==> src/rtl/tdc_hit_sequencer.sv <==
// -----------------------------------------------------------------------------
// tdc_hit_sequencer
//
// Sequences one channel of a multi-phase TDC delay line. While armed, a
// synchronised hit latches the 4*LENGTH-bit tap snapshot together with a
// free-running coarse count. The fine position (index of the lowest 0 tap) is
// then encoded, and {coarse, fine} is queued in a small first-word-fall-through
// FIFO toward the readout. A dead time follows every accepted hit.
//
// Optional feature (compile-time macro TDC_BUBBLE_FILTER_EN):
//   adds a FILTER state between capture and encode that replaces every inner
//   snapshot bit by the majority of itself and its two neighbours, removing
//   single-tap bubbles at the cost of one extra cycle of latency.
//
// Ports:
//   clk       in   system clock
//   rst_n     in   asynchronous active-low reset
//   arm       in   level, enables hit capture
//   hit       in   hit strobe, synchronous to clk
//   taps      in   TW-bit tap snapshot
//   ts_data   out  {coarse, fine} of the FIFO head, 0 when empty
//   ts_valid  out  FIFO non-empty
//   ts_ready  in   consumer accepts the head when ts_valid && ts_ready
//   busy      out  channel is in capture/encode/push/dead processing
//   drop_cnt  out  saturating count of hits lost to a full FIFO
// -----------------------------------------------------------------------------
module tdc_hit_sequencer #(
    parameter int  LENGTH      = 8,
    parameter int  COARSE_W    = 16,
    parameter int  FIFO_DEPTH  = 4,
    parameter int  DEAD_CYCLES = 3,
    localparam int TW          = 4 * LENGTH,
    localparam int FINE_W      = $clog2(TW + 1)
) (
    input  logic                       clk,
    input  logic                       rst_n,
    input  logic                       arm,
    input  logic                       hit,
    input  logic [TW-1:0]              taps,
    output logic [COARSE_W+FINE_W-1:0] ts_data,
    output logic                       ts_valid,
    input  logic                       ts_ready,
    output logic                       busy,
    output logic [7:0]                 drop_cnt
);

    localparam int ENTRY_W   = COARSE_W + FINE_W;
    localparam int PTR_W     = (FIFO_DEPTH > 1) ? $clog2(FIFO_DEPTH) : 1;
    localparam int CNT_W     = $clog2(FIFO_DEPTH + 1);
    localparam int DC_W      = (DEAD_CYCLES > 1) ? $clog2(DEAD_CYCLES) : 1;
    // The counter is loaded with DEAD_CYCLES-1 so that DEAD lasts exactly
    // DEAD_CYCLES cycles including the exit cycle.
    localparam int DEAD_LOAD = (DEAD_CYCLES > 0) ? DEAD_CYCLES - 1 : 0;

    typedef enum logic [2:0] {
        S_IDLE,
        S_ARMED,
`ifdef TDC_BUBBLE_FILTER_EN
        S_FILTER,
`endif
        S_ENCODE,
        S_PUSH,
        S_DEAD
    } state_t;

    state_t              state_q, state_d;
    logic [COARSE_W-1:0] coarse_q;
    logic [COARSE_W-1:0] c_lat_q, c_lat_d;
    logic [TW-1:0]       snap_q, snap_d;
    logic [FINE_W-1:0]   fine_q, fine_d;
    logic [DC_W-1:0]     dead_cnt_q, dead_cnt_d;
    logic [FINE_W-1:0]   fine_enc;
    logic                push_req;

    logic [ENTRY_W-1:0]  fifo_mem [FIFO_DEPTH];
    logic [PTR_W-1:0]    wr_ptr_q, rd_ptr_q;
    logic [CNT_W-1:0]    count_q;
    logic [7:0]          drop_q;
    logic                fifo_pop, fifo_wr, fifo_drop;

`ifdef TDC_BUBBLE_FILTER_EN
    // Majority-of-three smoothing; the two end taps have only one neighbour
    // and pass through unchanged.
    logic [TW-1:0] snap_filt;
    assign snap_filt[0]    = snap_q[0];
    assign snap_filt[TW-1] = snap_q[TW-1];
    for (genvar gi = 1; gi < TW - 1; gi++) begin : g_bubble
        assign snap_filt[gi] = (snap_q[gi-1] & snap_q[gi])
                             | (snap_q[gi-1] & snap_q[gi+1])
                             | (snap_q[gi]   & snap_q[gi+1]);
    end
`endif

    // Lowest-zero priority encoder: scanning from the top down lets the lowest
    // zero win; an all-ones snapshot leaves the default of TW.
    always_comb begin
        fine_enc = FINE_W'(TW);
        for (int i = TW - 1; i >= 0; i--) begin
            if (!snap_q[i]) begin
                fine_enc = FINE_W'(i);
            end
        end
    end

    // Coarse counter: free running, wraps naturally.
    always_ff @(posedge clk or negedge rst_n) begin
        if (!rst_n) begin
            coarse_q <= '0;
        end else begin
            coarse_q <= coarse_q + COARSE_W'(1);
        end
    end

    // Sequencer next-state logic.
    always_comb begin
        state_d    = state_q;
        c_lat_d    = c_lat_q;
        snap_d     = snap_q;
        fine_d     = fine_q;
        dead_cnt_d = dead_cnt_q;
        push_req   = 1'b0;
        case (state_q)
            S_IDLE: begin
                if (arm) begin
                    state_d = S_ARMED;
                end
            end
            S_ARMED: begin
                if (!arm) begin
                    state_d = S_IDLE;
                end else if (hit) begin
                    snap_d  = taps;
                    // Pre-increment value: the count seen at the hit edge.
                    c_lat_d = coarse_q;
`ifdef TDC_BUBBLE_FILTER_EN
                    state_d = S_FILTER;
`else
                    state_d = S_ENCODE;
`endif
                end
            end
`ifdef TDC_BUBBLE_FILTER_EN
            S_FILTER: begin
                snap_d  = snap_filt;
                state_d = S_ENCODE;
            end
`endif
            S_ENCODE: begin
                fine_d  = fine_enc;
                state_d = S_PUSH;
            end
            S_PUSH: begin
                push_req = 1'b1;
                if (DEAD_CYCLES == 0) begin
                    state_d = arm ? S_ARMED : S_IDLE;
                end else begin
                    dead_cnt_d = DC_W'(DEAD_LOAD);
                    state_d    = S_DEAD;
                end
            end
            S_DEAD: begin
                if (dead_cnt_q == '0) begin
                    state_d = arm ? S_ARMED : S_IDLE;
                end else begin
                    dead_cnt_d = dead_cnt_q - DC_W'(1);
                end
            end
            default: begin
                state_d = S_IDLE;
            end
        endcase
    end

    always_ff @(posedge clk or negedge rst_n) begin
        if (!rst_n) begin
            state_q    <= S_IDLE;
            c_lat_q    <= '0;
            snap_q     <= '0;
            fine_q     <= '0;
            dead_cnt_q <= '0;
        end else begin
            state_q    <= state_d;
            c_lat_q    <= c_lat_d;
            snap_q     <= snap_d;
            fine_q     <= fine_d;
            dead_cnt_q <= dead_cnt_d;
        end
    end

    assign busy = (state_q != S_IDLE) && (state_q != S_ARMED);

    // FIFO control. A read in the same edge frees a slot, so a push into a
    // full FIFO is still accepted when the head is being consumed.
    assign fifo_pop  = (count_q != '0) && ts_ready;
    assign fifo_wr   = push_req && ((count_q != CNT_W'(FIFO_DEPTH)) || fifo_pop);
    assign fifo_drop = push_req && !fifo_wr;

    always_ff @(posedge clk) begin
        if (fifo_wr) begin
            fifo_mem[wr_ptr_q] <= {c_lat_q, fine_q};
        end
    end

    always_ff @(posedge clk or negedge rst_n) begin
        if (!rst_n) begin
            wr_ptr_q <= '0;
            rd_ptr_q <= '0;
            count_q  <= '0;
            drop_q   <= '0;
        end else begin
            if (fifo_wr) begin
                wr_ptr_q <= wr_ptr_q + PTR_W'(1);
            end
            if (fifo_pop) begin
                rd_ptr_q <= rd_ptr_q + PTR_W'(1);
            end
            case ({fifo_wr, fifo_pop})
                2'b10:   count_q <= count_q + CNT_W'(1);
                2'b01:   count_q <= count_q - CNT_W'(1);
                default: count_q <= count_q;
            endcase
            if (fifo_drop && (drop_q != 8'hFF)) begin
                drop_q <= drop_q + 8'd1;
            end
        end
    end

    assign ts_valid = (count_q != '0);
    assign ts_data  = ts_valid ? fifo_mem[rd_ptr_q] : '0;
    assign drop_cnt = drop_q;

endmodule

==> config.mk <==
export PLATFORM = sky130hd
export DESIGN_NAME = tdc_hit_sequencer
export DESIGN_NICKNAME = d
export VERILOG_FILES = /design/src/rtl/tdc_hit_sequencer.sv
export SDC_FILE = /design/constraint.sdc
export NUM_CORES = 1
export LEC_CHECK = 0
export ABC_AREA = 1
export CAP_MARGIN = 20
export CORE_MARGIN = 10
export CORE_UTILIZATION = 57
export CTS_CLUSTER_DIAMETER = 30
export DETAILED_ROUTE_END_ITERATION = 12
export PLACE_DENSITY = 0.86
export SYNTH_ARGS = -nofsm -noshare
export SYNTH_HDL_FRONTEND = slang
export SYNTH_SLANG_ARGS = --single-unit
export TNS_END_PERCENT = 10
==> constraint.sdc <==
create_clock -name clk -period 2.6 [get_ports clk]
set_input_delay 0.78 -clock clk [delete_from_list [all_inputs] [get_ports clk]]
set_output_delay 0.78 -clock clk [all_outputs]
set_load 0.005 [all_outputs]
After elaboration in Yosys (flattened, before gate mapping). Memory sizes are Yosys's and may differ from the RTL's. Index checks and enable logic that the tools add are counted.

Register bits after elaboration: 90. Bits in writable memories: 88. Input bits: 37. Word-level logic and storage cells: 92. Memories: 1.

$add $sub $neg: 7. Equality and inequality tests: 13. Mux-type cells: 45. Reductions and logical operators: 16.

Memory list: fifo_mem (words 4, bits a word 22, read ports 1, clocked after memory_dff 0, write ports 1, line 75) `logic [ENTRY_W-1:0] fifo_mem [FIFO_DEPTH];`.

Operators with widths (count): $mux 6 (32); $mux 22 (1); $add 16x1->16 const B (1); $pmux 3 s5 (1); $mux 3 (4); $add 8x1->8 const B (1); $ne 8x8->1 const B (1); $eq 3x2->1 const B (2); $ne 2x2->1 const B (3); $ne 3x3->1 const B (2); $pmux 3 s2 (1); $reduce_and 3->1 (2); $reduce_bool 3->1 (2); $logic_and 1x1->1 (5); $add 2x1->2 const B (2); $mux 1 (4); $pmux 2 s2 (1); $reduce_bool 2->1 (2); $add 3x1->3 const B (1); $eq 3x1->1 const B (1); $eq 3x3->1 const B (1); $logic_not 3->1 (1); $ne 3x1->1 const B (1); $sub 3x1->3 const B (1); 8 further kinds (8).

Longest topological paths before layout. Gate-level depths: netlist of run 1.

Word-level depth: 32. Mapped depth: 33. Depth with buffers taken out: 33.

Least setup slack after synthesis of run 1. Ideal clock, no wire load.

Path kind: in2reg. Start point: input port ts_ready. End point: memory fifo_mem[0][0] (netlist bit), enable pin. Arrival time: 2.005 ns. Required time: 2.199 ns. Slack: 0.194 ns. Stages on the path: 4. Buffers on the path: 0. Cells stage by stage: inv_1 nand3_1 nand2_1 nor2_1.

Longest elaborated chain between the ends: 5.

RTL lines: from (decl) (line 42) `input logic ts_ready,`; $logic_and 1x1->1 (line 194) `assign fifo_pop = (count_q != '0) && ts_ready;`; $logic_or 1x1->1 (line 195) `assign fifo_wr = push_req && ((count_q != CNT_W'(FIFO_DEPTH)) || fifo_pop);`; $logic_and 1x1->1 (line 195); $mux 1 (line 199) `if (fifo_wr) begin`; $mux 1 (not written as such) (line 200) `fifo_mem[wr_ptr_q] <= {c_lat_q, fine_q};`; to (decl) (line 75).

Every way passes these cells.

Final worst setup path of run 1.
Start point: register rd_ptr_q[0]. End point: output port ts_data[5].

Longest elaborated chain between the ends: 2.

RTL lines: from (decl) (line 76) `logic [PTR_W-1:0] wr_ptr_q, rd_ptr_q;`; from (signal assigned) (line 215) `rd_ptr_q <= rd_ptr_q + PTR_W'(1);`; $mem_v2 4x22; $mux 22 (line 229) `assign ts_data = ts_valid ? fifo_mem[rd_ptr_q] : '0;`; to (decl) (line 40) `output logic [COARSE_W+FINE_W-1:0] ts_data,`.

Every way passes these cells.

==> metrics.yaml, run 1 <==
p_leak_nw: 3.78
yosysSeqAreaShare_pct: 66.5
setup_viol: 2
gr-total-overflow: 0
syn2layout_area_growth_pct: 22.4
postCtsHoldBufs: 0
async_reset_ff_share_pct: 50.6
clk_latency_ns: 0.43
die_height_um: 134
setup_slack_ns: -0.214
drt_iter0_markers: 440
cts_buffers: 17
syn_area_um2: 7360
worstPathArrival_ns: 2.03
grt_max_degree: 67
hp-class: "in -> async"
cap_viol_max_count: 0
ioPinCount: 69
crit_slowest_cell: "clkdlybuf4s50_1"
die_area_um2: 17900
ys_seq_elements: 178
relSlewSlack_pct: 53.1
coreArea_um2: 12600
grt_pass1_vias: 5331
grt_use_total_pct: 18.3
grtUsageMet2_pct: 32.8
ys_types: 27
finClkSkew_ns: 0.00806
setup-tns-final_ns: -0.222
viasPerCell: 5.45
ctsHtreeMaxLevel: 4
crit_fanout: 22
path_cells: "inv_2 -> buf_12 -> o21ai_0 -> a21oi_1 -> clkdlybuf4s50_1"
finalCriticalPeriod_ns: 2.81
worstMarginPinSlew_ns: 0.697
clock.fmax_ghz: 0.355
synth_cells: 660
cp-start-kind: "register"
wl_um: 15700
ys_warn_count: 0
slew_violations: 0
max_stage_delay_ns: 0.55
rsz0062_at_grt: "yes"
gp_congestion: 0.795
start_util_pct: 58.3
met1_usage_pct: 20.1
crit_family: "buffers and inverters"
cts_tree: "yes"
syn_avg_cell_area_um2: 11.2
place_area_um2: 8420
finalHoldViolCount: 0
required_ns: 1.82
drive_gt1_share_pct: 12.3
powerDensity_nw_per_um2: 1050
drtPass1Iterations: 5
wl_per_cell_um: 16.9
period_share_pct: 108
dp_hpwl_um: 10100
outcome: "finished, violations left"
io_buffers: 68
grt.busiest_layer: "met2"
clock-root-buffer: "clkbuf_16"
holdWs_ns: 0.266
cts_buffer_depth: 2
crit_type: "reg -> out"
antenna_found_initial: 0
path_clk_slew_ns: 0.07
syn-num-nets: 705
violations: "negative setup slack"
postCtsSetupBuffers: 0
grt_use_met3_pct: 4.17
final_cell_mix: "114 x nor2_1, 89 x dfrtp_1, 88 x edfxtp_1, 83 x nand2_1, 64 x o21ai_0"
synth_edf_count: 88
ys.flop_type: "dfrtp_1"
path_buf_inv: 3
fin_area_um2: 9010
mostFrequentLayoutCell: "nor2_1"
preCtsSetupSlack_ns: -0.000414
cts_sinks: 178
die_x_um: 134
crit_path_end_kind: "output port"
grt_pass1_wl_um: 26300
peakVddDrop_mv: 0.613
rows: 41
nets: 789
ant_nets: 0
diodes: 0
drc: 0
vias: 5062
-- state kept, by name, indices dropped and copies added, names as in the netlist, 3 cells and up --
name / count
fifo_mem: 88
drop_cnt: 8
c_lat_q: 16
count_q: 3
fine_q: 6
state_q: 3
snap_q: 32
coarse_q: 16
-- Yosys cell counts, drive strengths merged (2+ instances only) --
master	n	area, µm²
buf	3	11.3
a21oi	32	160
nand4	6	37.5
a31oi	3	18.8
nand3	14	70.1
mux2	30	338
xnor2	4	35.0
nand2	83	312
ha	7	87.6
nor3	13	65.1
xor2	22	193
nor4	3	18.8
a22o	2	17.5
nor2	117	439
dfrtp	90	2250
inv	50	188
a32o	2	20.0
clkbuf	20	75.1
o21ai	64	320
edfxtp	88	2640
-- layer usage --
metal	vias to the layer above	wire length, µm	part of all wire, %
met4	0	395	2.5
met5	-	0	0
met1	2483	5980	38
met3	29	786	5.0
met2	156	8550	54
li1	2394	-	-
-- stage by stage --
| step | util [%] | total power, mW | std cells |
|---|---|---|---|
| global placement | 66.7 | 6.83 | 897 |
| global route | 71.4 | 9.97 | 929 |
| floorplan | - | 5.60 | 660 |
| detailed placement | 66.7 | 7.02 | 897 |
| finish | 71.4 | 9.41 | 929 |
| CTS | 71.4 | 9.47 | 929 |
-- layout make-up --
| class | count | area (µm²) |
|---|---|---|
| Sequential cell | 178 | 4900 |
| Tap cell | 172 | 215 |
| Multi-Input combinational cell | 408 | 2200 |
| Timing Repair Buffer | 88 | 917 |
| Inverter | 51 | 191 |
| Fill cell | 857 | 3610 |
| Clock inverter | 14 | 156 |
| Clock buffer | 18 | 429 |
-- final timing paths --
kind,from,endpoint,slack [ns],depth (start not counted)
min reg2reg,coarse_q[0],coarse_q[0],0.47,1
min in group clk,coarse_q[0],coarse_q[0],0.47,1
max,rd_ptr_q[0],ts_data[5],-0.21,5
max reg2reg,coarse_q[2],coarse_q[15],0.34,8
max in group asynchronous,rst_n,c_lat_q[3],1.75,2
min,rst_n,snap_q[11],0.27,1
-- logic make-up (layout without fill, tap and decap cells) --
family | count (synthesis) | count (layout) | share of synthesized area [%]
and+or+nand+nor | 238 | 238 | 13.0
DFF | 178 | 178 | 66.5
AOI/OAI and AO/OA | 106 | 106 | 7.62
buffers and inverters | 74 | 171 | 3.77
muxes | 30 | 30 | 4.59
xor gates and xnor gates | 26 | 26 | 3.09
adders and majority gates | 8 | 8 | 1.46
-- power breakdown --
group | switching [mW] | leakage, nW | internal (mW)
clock network | 1.09 | 0.279 | 1.43
logic | 1.62 | 1.55 | 1.33
registers | 0.423 | 1.96 | 3.53
total | 3.12 | 3.78 | 6.29
-- timing repair --
action / 4_1_cts / 5_1_grt
pin swaps: 6 / 4
setup endpoints to repair: 22 / 9
gates resized for setup: 37 / 6
Power figures use the tool's default switching activity.
==> inputs of run 2 (changes only) <==
- GPL_TIMING_DRIVEN: default -> 0
- SETUP_SLACK_MARGIN: default -> 0.05
==> run 2 against run 1 <==
The run still ends with negative setup slack left. Final cell count up 1.9%. Clock power is 8% higher. Routed wire length is 13% higher. Clock-buffer cell count fell by 1. Cell area increased by 1.6%. Core utilization increased by 1.1 points. Total power grew 6.5%. Critical path type unchanged. Largest power group unchanged. Highest routed layer unchanged.
==> metrics.yaml, run 2 (synthesis gave the netlist of run 1 again) <==
outcome: "finished, violations left"
violations: "negative setup slack"
setup_slack_ns: -0.0303
grt_max_degree: 48
multi_input_area_um2: 2230
cp-start-kind: "register"
cts_buffers: 17
grt_pass1_vias: 5491
crit_slowest_cell: "dfrtp_2"
drive_gt1_share_pct: 17.0
total_power_mw: 10.0
setup_viol: 2
largest_reg_flops: 88
reg2reg_depth: 5
worstPathArrival_ns: 1.85
clock.fmax_ghz: 0.380
die_height_um: 134
relSlewSlack_pct: 50.0
seq_area_um2: 4900
gp_congestion: 0.835
top_regs: "fifo_mem x88, snap_q x32"
io_buffers: 68
slew_violations: 0
cts_tree: "yes"
p_leak_nw: 3.85
drtPass1Iterations: 6
die_x_um: 134
grt_pass1_wl_um: 27200
nets: 807
crit_type: "reg -> out"
clock-root-buffer: "clkbuf_16"
crit_family: "buffers and inverters"
diodes: 0
crit_fanout: 5
cap_viol_max_count: 0
finClkSkew_ns: 0.00577
rows: 41
path_clk_slew_ns: 0.06
worstMarginPinSlew_ns: 0.749
cts_sinks: 178
powerDensity_nw_per_um2: 1100
grt_use_total_pct: 19.3
cts_buffer_depth: 2
drt_iter0_markers: 683
vias: 5349
largest_register: "fifo_mem"
viasPerCell: 5.65
fill_cells: 787
place_area_um2: 8340
gr-total-overflow: 0
finalHoldViolCount: 0
start_util_pct: 58.3
path_cells: "clkbuf_16 -> buf_8 -> nor2_1 -> nor2_1 -> o21ai_0 -> a21oi_1 -> clkdlybuf4s15_2"
postCtsHoldBufs: 0
path_buf_inv: 3
critPathLaunch: "rd_ptr_q[0]"
coreArea_um2: 12600
ioPinCount: 69
clk_latency_ns: 0.43
hp-class: "in -> async"
required_ns: 1.82
regToRegStartpoint: "state_q[0]"
mostFrequentLayoutCell: "nor2_1"
antenna_found_initial: 0
die_area_um2: 17900
wl_um: 17700
drc: 0
finalCriticalPeriod_ns: 2.63
ctsHtreeMaxLevel: 4
critPathMostFrequentCell: "nor2_1"
ant_nets: 0
syn2layout_area_growth_pct: 24.3
rsz0062_at_grt: "yes"
crit_path_end_kind: "output port"
final_cell_mix: "104 x nor2_1, 89 x dfrtp_1, 88 x edfxtp_1, 83 x nand2_1, 49 x o21ai_0"
wl_per_cell_um: 18.7
fin_area_um2: 9150
max_stage_delay_ns: 0.43
path_depth: 7
peakVddDrop_mv: 0.580
period_share_pct: 101
dp_hpwl_um: 11500
## run 2: cell count changes in the layout (fill, tap and decap cells not counted), sizes merged
cell and delta:
dlygate4sd2 -14, bufinv +2, inv +1, clkinv -1
clkbuf +17, clkdlybuf4s50 -1, buf +16, dlymetal6s2s -1
clkinvlp -1
## run 2: path summary, 6_finish.rpt
| check | slack, ns | endpoint |
|---|---|---|
| worst max-delay path | -0.03 | ts_data[6] |
| worst min-delay path | 0.35 | snap_q[20] |
| worst max register to register | 0.14 | fifo_mem[0][15] |
| worst min register to register | 0.46 | coarse_q[0] |
| max in group asynchronous | 1.60 | rd_ptr_q[0] |
| min in group clk | 0.46 | coarse_q[0] |
## run 2: layout make-up
| type | count | area share, % |
|---|---|---|
| inverter | 51 | 2.09 |
| tap | 172 | 2.35 |
| clock buffer | 17 | 4.65 |
| sequential | 178 | 53.5 |
| clock inverter | 15 | 2.24 |
| multi-input combinational | 408 | 24.4 |
| timing repair buffer | 83 | 8.59 |
| buffer | 23 | 2.19 |
## run 2: metrics by stage
stage | setup slack [ns] | hold WS (ns) | utilization (%) | setup TNS [ns] | std cells
after global routing | -0.101 | 0.401 | 72.5 | -1.44 | 947
after floorplan | 0.194 | 0.423 | - | 0 | 660
final | -0.0303 | 0.354 | 72.5 | -0.0399 | 947
after detailed placement | -0.479 | 0.453 | 66.1 | -19.31 | 905
after global placement | -2.29 | 0.442 | 65.4 | -297.00 | 900
after CTS | -0.0198 | 0.363 | 72.0 | -0.0211 | 942
## run 2: what timing repair did
| action | 4_1_cts | 5_1_grt |
|---|---|---|
| pin swaps | 11 | 16 |
| hold endpoints to repair | 0 | 0 |
| setup buffers | 5 | 2 |
| endpoints found under the setup margin | 22 | 28 |
| cloned | 0 | 3 |
| gates resized for setup | 100 | 56 |
## run 2: where the power goes
part / internal (mW) / total, mW / switching (mW)
sequential: 3.53 / 3.97 / 0.442
clock: 1.62 / 2.71 / 1.09
combinational: 1.48 / 3.34 / 1.86
## run 2: metal layers
metal	vias up	wire (µm)	GRT usage, %
met2	258	9480	34.9
met3	57	1220	4.14
met4	0	558	9.31
met5	-	0	0
li1	2441	-	-
met1	2593	6470	20.9
